$ cat config.mk
export PLATFORM = sky130hd
export DESIGN_NAME = dm_access_arbiter_flat
export DESIGN_NICKNAME = d
export VERILOG_FILES = /design/src/rtl/dm_access_arbiter_if.sv /design/src/rtl/dm_access_arbiter.sv /design/src/flat_wrapper.sv
export SDC_FILE = /design/constraint.sdc
export NUM_CORES = 1
export LEC_CHECK = 0
export CAP_MARGIN = 25
export CORE_ASPECT_RATIO = 0.7
export CORE_MARGIN = 5
export CORE_UTILIZATION = 25
export DETAILED_ROUTE_END_ITERATION = 10
export HOLD_SLACK_MARGIN = 0.05
export PLACE_DENSITY = 0.57
export REMOVE_ABC_BUFFERS = 1
export SYNTH_ARGS = -nofsm -noshare
export SYNTH_HDL_FRONTEND = slang
export SYNTH_SLANG_ARGS = --single-unit
$ cat constraint.sdc
create_clock -name clk -period 3.15 [get_ports clk]
set_input_delay 0.4725 -clock clk [delete_from_list [all_inputs] [get_ports clk]]
set_output_delay 0.4725 -clock clk [all_outputs]
set_load 0.02 [all_outputs]
$ cat src/rtl/dm_access_arbiter_if.sv
// Requester, response and memory-side signals of the data-memory arbiter.
// slave = the arbiter itself; master = requesters plus the memory.
interface dm_access_arbiter_if #(
   parameter int ADDR_W = 32
);
   logic [1:0]             rq_valid;
   logic [1:0]             rq_we;
   logic [1:0][1:0]        rq_size;
   logic [1:0][ADDR_W-1:0] rq_addr;
   logic [1:0][31:0]       rq_wdata;
   logic [1:0]             rq_ready;
   logic [1:0]             rs_valid;
   logic                   rs_err;
   logic [31:0]            rs_rdata;
   logic [1:0]             rs_low2;
   logic                   mem_en;
   logic [3:0]             mem_be;
   logic [ADDR_W-3:0]      mem_addr;
   logic [31:0]            mem_wdata;
   logic [31:0]            mem_rdata;

   modport slave (
      input  rq_valid, rq_we, rq_size, rq_addr, rq_wdata, mem_rdata,
      output rq_ready, rs_valid, rs_err, rs_rdata, rs_low2,
             mem_en, mem_be, mem_addr, mem_wdata
   );

   modport master (
      output rq_valid, rq_we, rq_size, rq_addr, rq_wdata, mem_rdata,
      input  rq_ready, rs_valid, rs_err, rs_rdata, rs_low2,
             mem_en, mem_be, mem_addr, mem_wdata
   );
endinterface

$ cat src/rtl/dm_access_arbiter.sv
// Round-robin arbiter sharing one fixed-latency data memory between the
// pipeline MEM stage (port 0) and debug/DMA (port 1), one access in flight.
module dm_access_arbiter #(
   parameter int LAT    = 2,
   parameter int ADDR_W = 32
) (
   input  logic               clk,
   input  logic               reset,
   dm_access_arbiter_if.slave bus
);

   typedef enum logic [1:0] {S_IDLE, S_WAIT, S_RESP, S_ERR} state_e;

   localparam logic [3:0] LAT_C = 4'(LAT);

   state_e            state_q, state_d;
   logic              rr_q, rr_d;
   logic              id_q, id_d;
   logic              we_q, we_d;
   logic [1:0]        low2_q, low2_d;
   logic [31:0]       rdata_q, rdata_d;
   logic [3:0]        cnt_q, cnt_d;
   logic              mem_en_q, mem_en_d;
   logic [3:0]        mem_be_q, mem_be_d;
   logic [ADDR_W-3:0] mem_addr_q, mem_addr_d;
   logic [31:0]       mem_wdata_q, mem_wdata_d;

   logic [1:0]        grant;
   logic              sel;
   logic [1:0]        rs_valid;
   logic              rs_err;
   logic [31:0]       rs_rdata;
   logic [1:0]        rs_low2;

   function automatic logic misaligned(input logic [1:0] size, input logic [1:0] low2);
      case (size)
         2'b00:   return 1'b0;
         2'b01:   return low2[0];
         2'b10:   return |low2;
         default: return 1'b1;
      endcase
   endfunction

   function automatic logic [3:0] lane_be(input logic [1:0] size, input logic [1:0] low2);
      case (size)
         2'b00:   return 4'b0001 << low2;
         2'b01:   return 4'b0011 << low2;
         default: return 4'b1111;
      endcase
   endfunction

   function automatic logic [31:0] lane_data(input logic [1:0] size, input logic [31:0] wd);
      case (size)
         2'b00:   return {4{wd[7:0]}};
         2'b01:   return {2{wd[15:0]}};
         default: return wd;
      endcase
   endfunction

   always_comb begin
      state_d     = state_q;
      rr_d        = rr_q;
      id_d        = id_q;
      we_d        = we_q;
      low2_d      = low2_q;
      rdata_d     = rdata_q;
      cnt_d       = cnt_q;
      mem_en_d    = 1'b0;
      mem_be_d    = 4'b0000;
      mem_addr_d  = '0;
      mem_wdata_d = '0;
      grant       = 2'b00;
      sel         = 1'b0;
      rs_valid    = 2'b00;
      rs_err      = 1'b0;
      rs_rdata    = '0;
      rs_low2     = 2'b00;

      case (state_q)
         S_IDLE: begin
            case (bus.rq_valid)
               2'b01:   grant = 2'b01;
               2'b10:   grant = 2'b10;
               2'b11: begin
                  grant = rr_q ? 2'b10 : 2'b01;
                  rr_d  = ~rr_q;
               end
               default: grant = 2'b00;
            endcase
            sel = grant[1];
            if (|grant) begin
               id_d    = sel;
               we_d    = bus.rq_we[sel];
               low2_d  = bus.rq_addr[sel][1:0];
               rdata_d = '0;
               cnt_d   = 4'd0;
               if (misaligned(bus.rq_size[sel], bus.rq_addr[sel][1:0])) begin
                  state_d = S_ERR;
               end else begin
                  state_d     = S_WAIT;
                  mem_en_d    = 1'b1;
                  mem_be_d    = bus.rq_we[sel] ? lane_be(bus.rq_size[sel], bus.rq_addr[sel][1:0]) : 4'b0000;
                  mem_addr_d  = bus.rq_addr[sel][ADDR_W-1:2];
                  mem_wdata_d = bus.rq_we[sel] ? lane_data(bus.rq_size[sel], bus.rq_wdata[sel]) : 32'd0;
               end
            end
         end
         // cnt_q == 0 marks the mem_en cycle; read data lands LAT cycles later
         S_WAIT: begin
            if (cnt_q == LAT_C) begin
               rdata_d = bus.mem_rdata;
               state_d = S_RESP;
            end else begin
               cnt_d = cnt_q + 4'd1;
            end
         end
         S_RESP: begin
            rs_valid[id_q] = 1'b1;
            rs_rdata       = we_q ? 32'd0 : rdata_q;
            rs_low2        = low2_q;
            state_d        = S_IDLE;
         end
         // error response is held one cycle so it occupies the same slot as a registered issue
         S_ERR: begin
            if (cnt_q == 4'd0) begin
               cnt_d = 4'd1;
            end else begin
               rs_valid[id_q] = 1'b1;
               rs_err         = 1'b1;
               rs_low2        = low2_q;
               state_d        = S_IDLE;
            end
         end
         default: state_d = S_IDLE;
      endcase
   end

   always_ff @(posedge clk or negedge reset) begin
      if (!reset) begin
         state_q     <= S_IDLE;
         rr_q        <= 1'b0;
         id_q        <= 1'b0;
         we_q        <= 1'b0;
         low2_q      <= 2'b00;
         rdata_q     <= '0;
         cnt_q       <= 4'd0;
         mem_en_q    <= 1'b0;
         mem_be_q    <= 4'b0000;
         mem_addr_q  <= '0;
         mem_wdata_q <= '0;
      end else begin
         state_q     <= state_d;
         rr_q        <= rr_d;
         id_q        <= id_d;
         we_q        <= we_d;
         low2_q      <= low2_d;
         rdata_q     <= rdata_d;
         cnt_q       <= cnt_d;
         mem_en_q    <= mem_en_d;
         mem_be_q    <= mem_be_d;
         mem_addr_q  <= mem_addr_d;
         mem_wdata_q <= mem_wdata_d;
      end
   end

   // ready is masked while reset is held so every output reads 0 during reset
   assign bus.rq_ready  = grant & {2{reset}};
   assign bus.rs_valid  = rs_valid;
   assign bus.rs_err    = rs_err;
   assign bus.rs_rdata  = rs_rdata;
   assign bus.rs_low2   = rs_low2;
   assign bus.mem_en    = mem_en_q;
   assign bus.mem_be    = mem_be_q;
   assign bus.mem_addr  = mem_addr_q;
   assign bus.mem_wdata = mem_wdata_q;

endmodule

$ cat src/flat_wrapper.sv
// flat-port wrapper written by rule: the top's interface ports become plain ports
module dm_access_arbiter_flat 
#(
   parameter int LAT    = 2,
   parameter int ADDR_W = 32
)
  (clk, reset, bus_rq_valid, bus_rq_we, bus_rq_size, bus_rq_addr, bus_rq_wdata, bus_mem_rdata, bus_rq_ready, bus_rs_valid, bus_rs_err, bus_rs_rdata, bus_rs_low2, bus_mem_en, bus_mem_be, bus_mem_addr, bus_mem_wdata);
  dm_access_arbiter_if #(.ADDR_W(ADDR_W)) bus_i ();
  input  logic clk;
  input  logic reset;
  input wire logic [$bits(bus_i.rq_valid)-1:0] bus_rq_valid;
  input wire logic [$bits(bus_i.rq_we)-1:0] bus_rq_we;
  input wire logic [$bits(bus_i.rq_size)-1:0] bus_rq_size;
  input wire logic [$bits(bus_i.rq_addr)-1:0] bus_rq_addr;
  input wire logic [$bits(bus_i.rq_wdata)-1:0] bus_rq_wdata;
  input wire logic [$bits(bus_i.mem_rdata)-1:0] bus_mem_rdata;
  output wire logic [$bits(bus_i.rq_ready)-1:0] bus_rq_ready;
  output wire logic [$bits(bus_i.rs_valid)-1:0] bus_rs_valid;
  output wire logic [$bits(bus_i.rs_err)-1:0] bus_rs_err;
  output wire logic [$bits(bus_i.rs_rdata)-1:0] bus_rs_rdata;
  output wire logic [$bits(bus_i.rs_low2)-1:0] bus_rs_low2;
  output wire logic [$bits(bus_i.mem_en)-1:0] bus_mem_en;
  output wire logic [$bits(bus_i.mem_be)-1:0] bus_mem_be;
  output wire logic [$bits(bus_i.mem_addr)-1:0] bus_mem_addr;
  output wire logic [$bits(bus_i.mem_wdata)-1:0] bus_mem_wdata;
  assign bus_i.rq_valid = bus_rq_valid;
  assign bus_i.rq_we = bus_rq_we;
  assign bus_i.rq_size = bus_rq_size;
  assign bus_i.rq_addr = bus_rq_addr;
  assign bus_i.rq_wdata = bus_rq_wdata;
  assign bus_i.mem_rdata = bus_mem_rdata;
  assign bus_rq_ready = bus_i.rq_ready;
  assign bus_rs_valid = bus_i.rs_valid;
  assign bus_rs_err = bus_i.rs_err;
  assign bus_rs_rdata = bus_i.rs_rdata;
  assign bus_rs_low2 = bus_i.rs_low2;
  assign bus_mem_en = bus_i.mem_en;
  assign bus_mem_be = bus_i.mem_be;
  assign bus_mem_addr = bus_i.mem_addr;
  assign bus_mem_wdata = bus_i.mem_wdata;
  dm_access_arbiter #(.LAT(LAT), .ADDR_W(ADDR_W)) u_core (.clk(clk), .reset(reset), .bus(bus_i));
endmodule
==> summary.md, run 1 <==
| Metric | Value |
|---|---|
| Layout cells sized above 1 | `0.06559` |
| Mean cell area of the mapped netlist | `9.297 µm²` |
| Effective utilization at floorplan | `0.2540` |
| Final design utilization | `0.4045` |
| Count of different cell masters after synthesis | `50` |
| Status | `finished clean` |
| Die area | `26160 µm²` |
| Wire length of the first global-routing pass | `34270 µm` |
| Library cell with the largest summed area after synthesis | `dfrtp_1` |
| Worst-case headroom to the max-slew limit | `0.4546` |
| Worst-skew pair later-pin latency | `0.35 ns` |
| Total number of nets in the final design | `1037` |
| Beginning of the worst register-to-register path | `u_core.state_q[0]` |
| Number of inserted diodes | `0` |
| Category of the worst setup path launch point | `flip-flop` |
| Unrepaired setup endpoints after global routing | `false` |
| Clock transition time at the flip-flop clock pins of the worst setup and hold paths | `0.08 ns` |
| Number of rows created at floorplan | `46` |
| Number of instances in the synthesized netlist | `618` |
| Crit. End Element | `primary output` |
| Portion of the clock cycle consumed by the worst path in the final layout | `0.9362` |
| Cell chosen for the clock root | `clkbuf_16` |
| Worst Path Required | `2.68 ns` |
| Hold violation count in the final report | `0` |
| Max capacitance violation total | `0` |
| Post-synth EDFFs | `0` |
| Compound-cell area share of the yosys netlist | `0.1531` |
| Max Freq | `339.1 MHz` |
| Worst min-delay path class | `reg -> reg` |
| Largest cells by area after synthesis | `dfrtp_1, mux2i_1, nor4_1` |
| Total number of H-tree levels | `3` |
| Static leakage | `3.788 nW` |
| Pre-antenna DRT Iters | `4` |
| Share of synthesized cell area in and, or, nand and nor gates | `0.1986` |
| Vias in the first global route | `5814` |
| Xor-xnor portion of the synthesized cell area | `0.003049` |
| Synthesized flop and latch total | `110` |
| Maximum number of pins on one net before global-route repair | `74` |
| Detailed placement HPWL | `16820 µm` |
| CP cell instances | `inv_1 > ha_1 > nor4bb_1 > nor2_1 > and2_1 > clkdlybuf4s50_1` |
| Clock buffers created by TritonCTS | `9` |
| Worst setup margin | `0.2011 ns` |
| # setup viols final | `0` |
| Most common flop cell mapped by yosys | `dfrtp_1` |
| Async set or reset register ratio after synthesis | `1.000` |
| TritonCTS clock tree | `done` |
| Post-layout total power | `0.005473 W` |
| Slowest library cell on the worst path | `clkdlybuf4s50_1` |
| Synth warnings | `0` |
| Synthesized cell area | `5746 µm²` |
| Die span in x | `191.2 µm` |
| Die height | `136.8 µm` |
| Aggregate negative setup slack | `0 ns` |
| Timing startpoint of the critical path | `u_core.cnt_q[0]` |
| Crit path largest cell delay | `0.54 ns` |
| Total length of routed wires | `22670 µm` |
| Layout Cell Area excl Fill | `9150 µm²` |
| Wire length per cell after detailed routing | `19.19 µm` |
| Worst slack after detailed placement | `0.3863 ns` |
| Time the final worst path needs with I/O delays and setup | `2.949 ns` |
| Share of the synthesized area in the top cell type | `0.4791` |
| Count of final max-slew check failures | `0` |
| Sequential share of the synthesized area | `0.4791` |
| Floorplan core area | `22620 µm²` |
| Via count | `5655` |
| Overall Global Routing Usage | `0.1670` |
| Largest fanout of any net on the critical path | `4` |
| Routability congestion estimate | `0.8211` |
| Worst ir drop on vdd | `0.0003244 V` |
| Total grt overflow | `0` |
| Synth-to-Final Area Change | `59.26%` |
| Signal arrival time at the worst endpoint | `2.48 ns` |
| Drt first-iter violations | `351` |
| Via-per-instance ratio | `4.788` |
| Portion of netlist area occupied by mux cells | `0.09081` |
| Initial antenna violation count | `1` |
| Top Ports | `276` |
| Min-Delay Startpoint | `u_core.rr_q` |
| Number of DRC violations after detailed routing | `0` |
| Setup Skew | `0.009416 ns` |
| Instance area at placement | `8832 µm²` |
| Combinational family with the most area after synthesis | `simple AND/OR/NAND/NOR gates` |
| Start-to-end type of the worst setup path | `reg -> out` |
| Number of antenna-violating nets in the routed design | `0` |
| Maximum root-to-sink buffer count | `2` |
| CTS sink count | `110` |
| Adder-cell area share of the yosys netlist | `0.006533` |
| Worst slew pin tran | `0.8134 ns` |
| Resized cells post-CTS | `0` |
| PD cells | `598.2 nW/µm²` |
| PortBufs | `275` |
[cells in the mapped netlist, types with 14 or more instances]
master and count:
nor2_1 21, and3_1 21, nor3_1 34, nand2_1 47, inv_1 36, a311oi_1 16, a31oi_1 14, dfrtp_1 110
clkbuf_1 37, o21ai_0 34, nor4_1 32, nand3_1 38, a21oi_1 17, mux2i_1 42
[metal layers]
layer  track usage  up-vias  share of wire
met5             0        -        0.00057
met4       0.03230        2          0.010
met3       0.04666       17          0.084
met2        0.2541      219           0.42
met1        0.2393     2672           0.48
li1              -     2745              -
[cells by family (layout without fill, tap and decap cells)]
| family | Yosys count | after routing |
|---|---|---|
| adders and majority gates | 3 | 3 |
| AOI/OAI and AO/OA | 131 | 131 |
| DFF | 110 | 110 |
| xor gates and xnor gates | 2 | 2 |
| and+or+nand+nor | 222 | 222 |
| buffers and inverters | 99 | 350 |
| muxes | 51 | 51 |
[layout make-up]
| type | count | area, µm² |
|---|---|---|
| clock inverters | 7 | 55.05 |
| fillers | 2279 | 13470 |
| well taps | 312 | 390.4 |
| repair buffers | 296 | 2975 |
| inverters | 38 | 142.6 |
| multi-input cells | 409 | 2609 |
| clock buffers | 9 | 225.2 |
| flip-flops and latches | 110 | 2753 |
[worst paths after layout]
kind                                           endpoint  cells past startpoint  slack (ns)
worst max register to register        u_core.rdata_q[1]                      5        0.96
worst min register to register              u_core.rr_q                      1        0.51
worst max-delay path                     bus_rs_low2[1]                      6        0.20
max in group asynchronous       u_core.bus.mem_addr[12]                      4        1.98
worst min-delay path                        u_core.rr_q                      1        0.51
min in group asynchronous            u_core.rdata_q[12]                      3        0.60
[cell usage in the layout, fill, tap and decap left out, drive strengths merged, types with 17 or more instances in the layout]
cell / instances
buf: 21
nand3: 38
nor2: 21
nand2: 48
nor4: 32
dfrtp: 110
inv: 41
mux2i: 42
and3: 21
o21ai: 38
nor3: 34
clkdlybuf4s50: 274
a21oi: 17
[timing repair]
| item | 4_1_cts | 5_1_grt |
|---|---|---|
| hold buffers | 0 | 1 |
| setup endpoints to repair | 0 | 0 |
| hold endpoints to repair | 0 | 6 |
| setup buffers | 0 | 0 |
[flip-flops by register name, summed over array words and instances, names as in the netlist]
name,cells
u_core.rdata_q,32
u_core.state_q,2
u_core.cnt_q,4
u_core.we_q,1
u_core.id_q,1
u_core.rr_q,1
u_core.bus.mem_addr,30
u_core.bus.mem_be,4
u_core.low2_q,2
u_core.bus.mem_wdata,32
u_core.bus.mem_en,1
[critical path, delay by kind of cell, from the launching register on]
family | cells | cell delay, ns
and+or+nand+nor | 3 | 0.88
DFF | 1 | 0.41
buffers and inverters | 2 | 0.66
adders and majority gates | 1 | 0.19
[stage by stage]
stage | hold slack [ns] | instances
final | 0.5121 | 1181
after global placement | 0.5034 | 1162
after CTS | 0.2237 | 1179
after detailed placement | 0.4932 | 1163
after floorplan | 0.1769 | 557
after global routing | 0.5446 | 1181
[where the power goes]
part / switching [W] / internal [W]
registers: 0.000143 / 0.00173
clock network: 0.000554 / 0.000546
logic: 0.00151 / 0.000988
(Power assumes the default switching activity.)
==> inputs of run 2 (changes only) <==
- ABC_CLOCK_PERIOD_IN_PS: default -> 3150
==> results of run 2 <==
No change in the layout: final DEF, timing and power equal those of run 1.
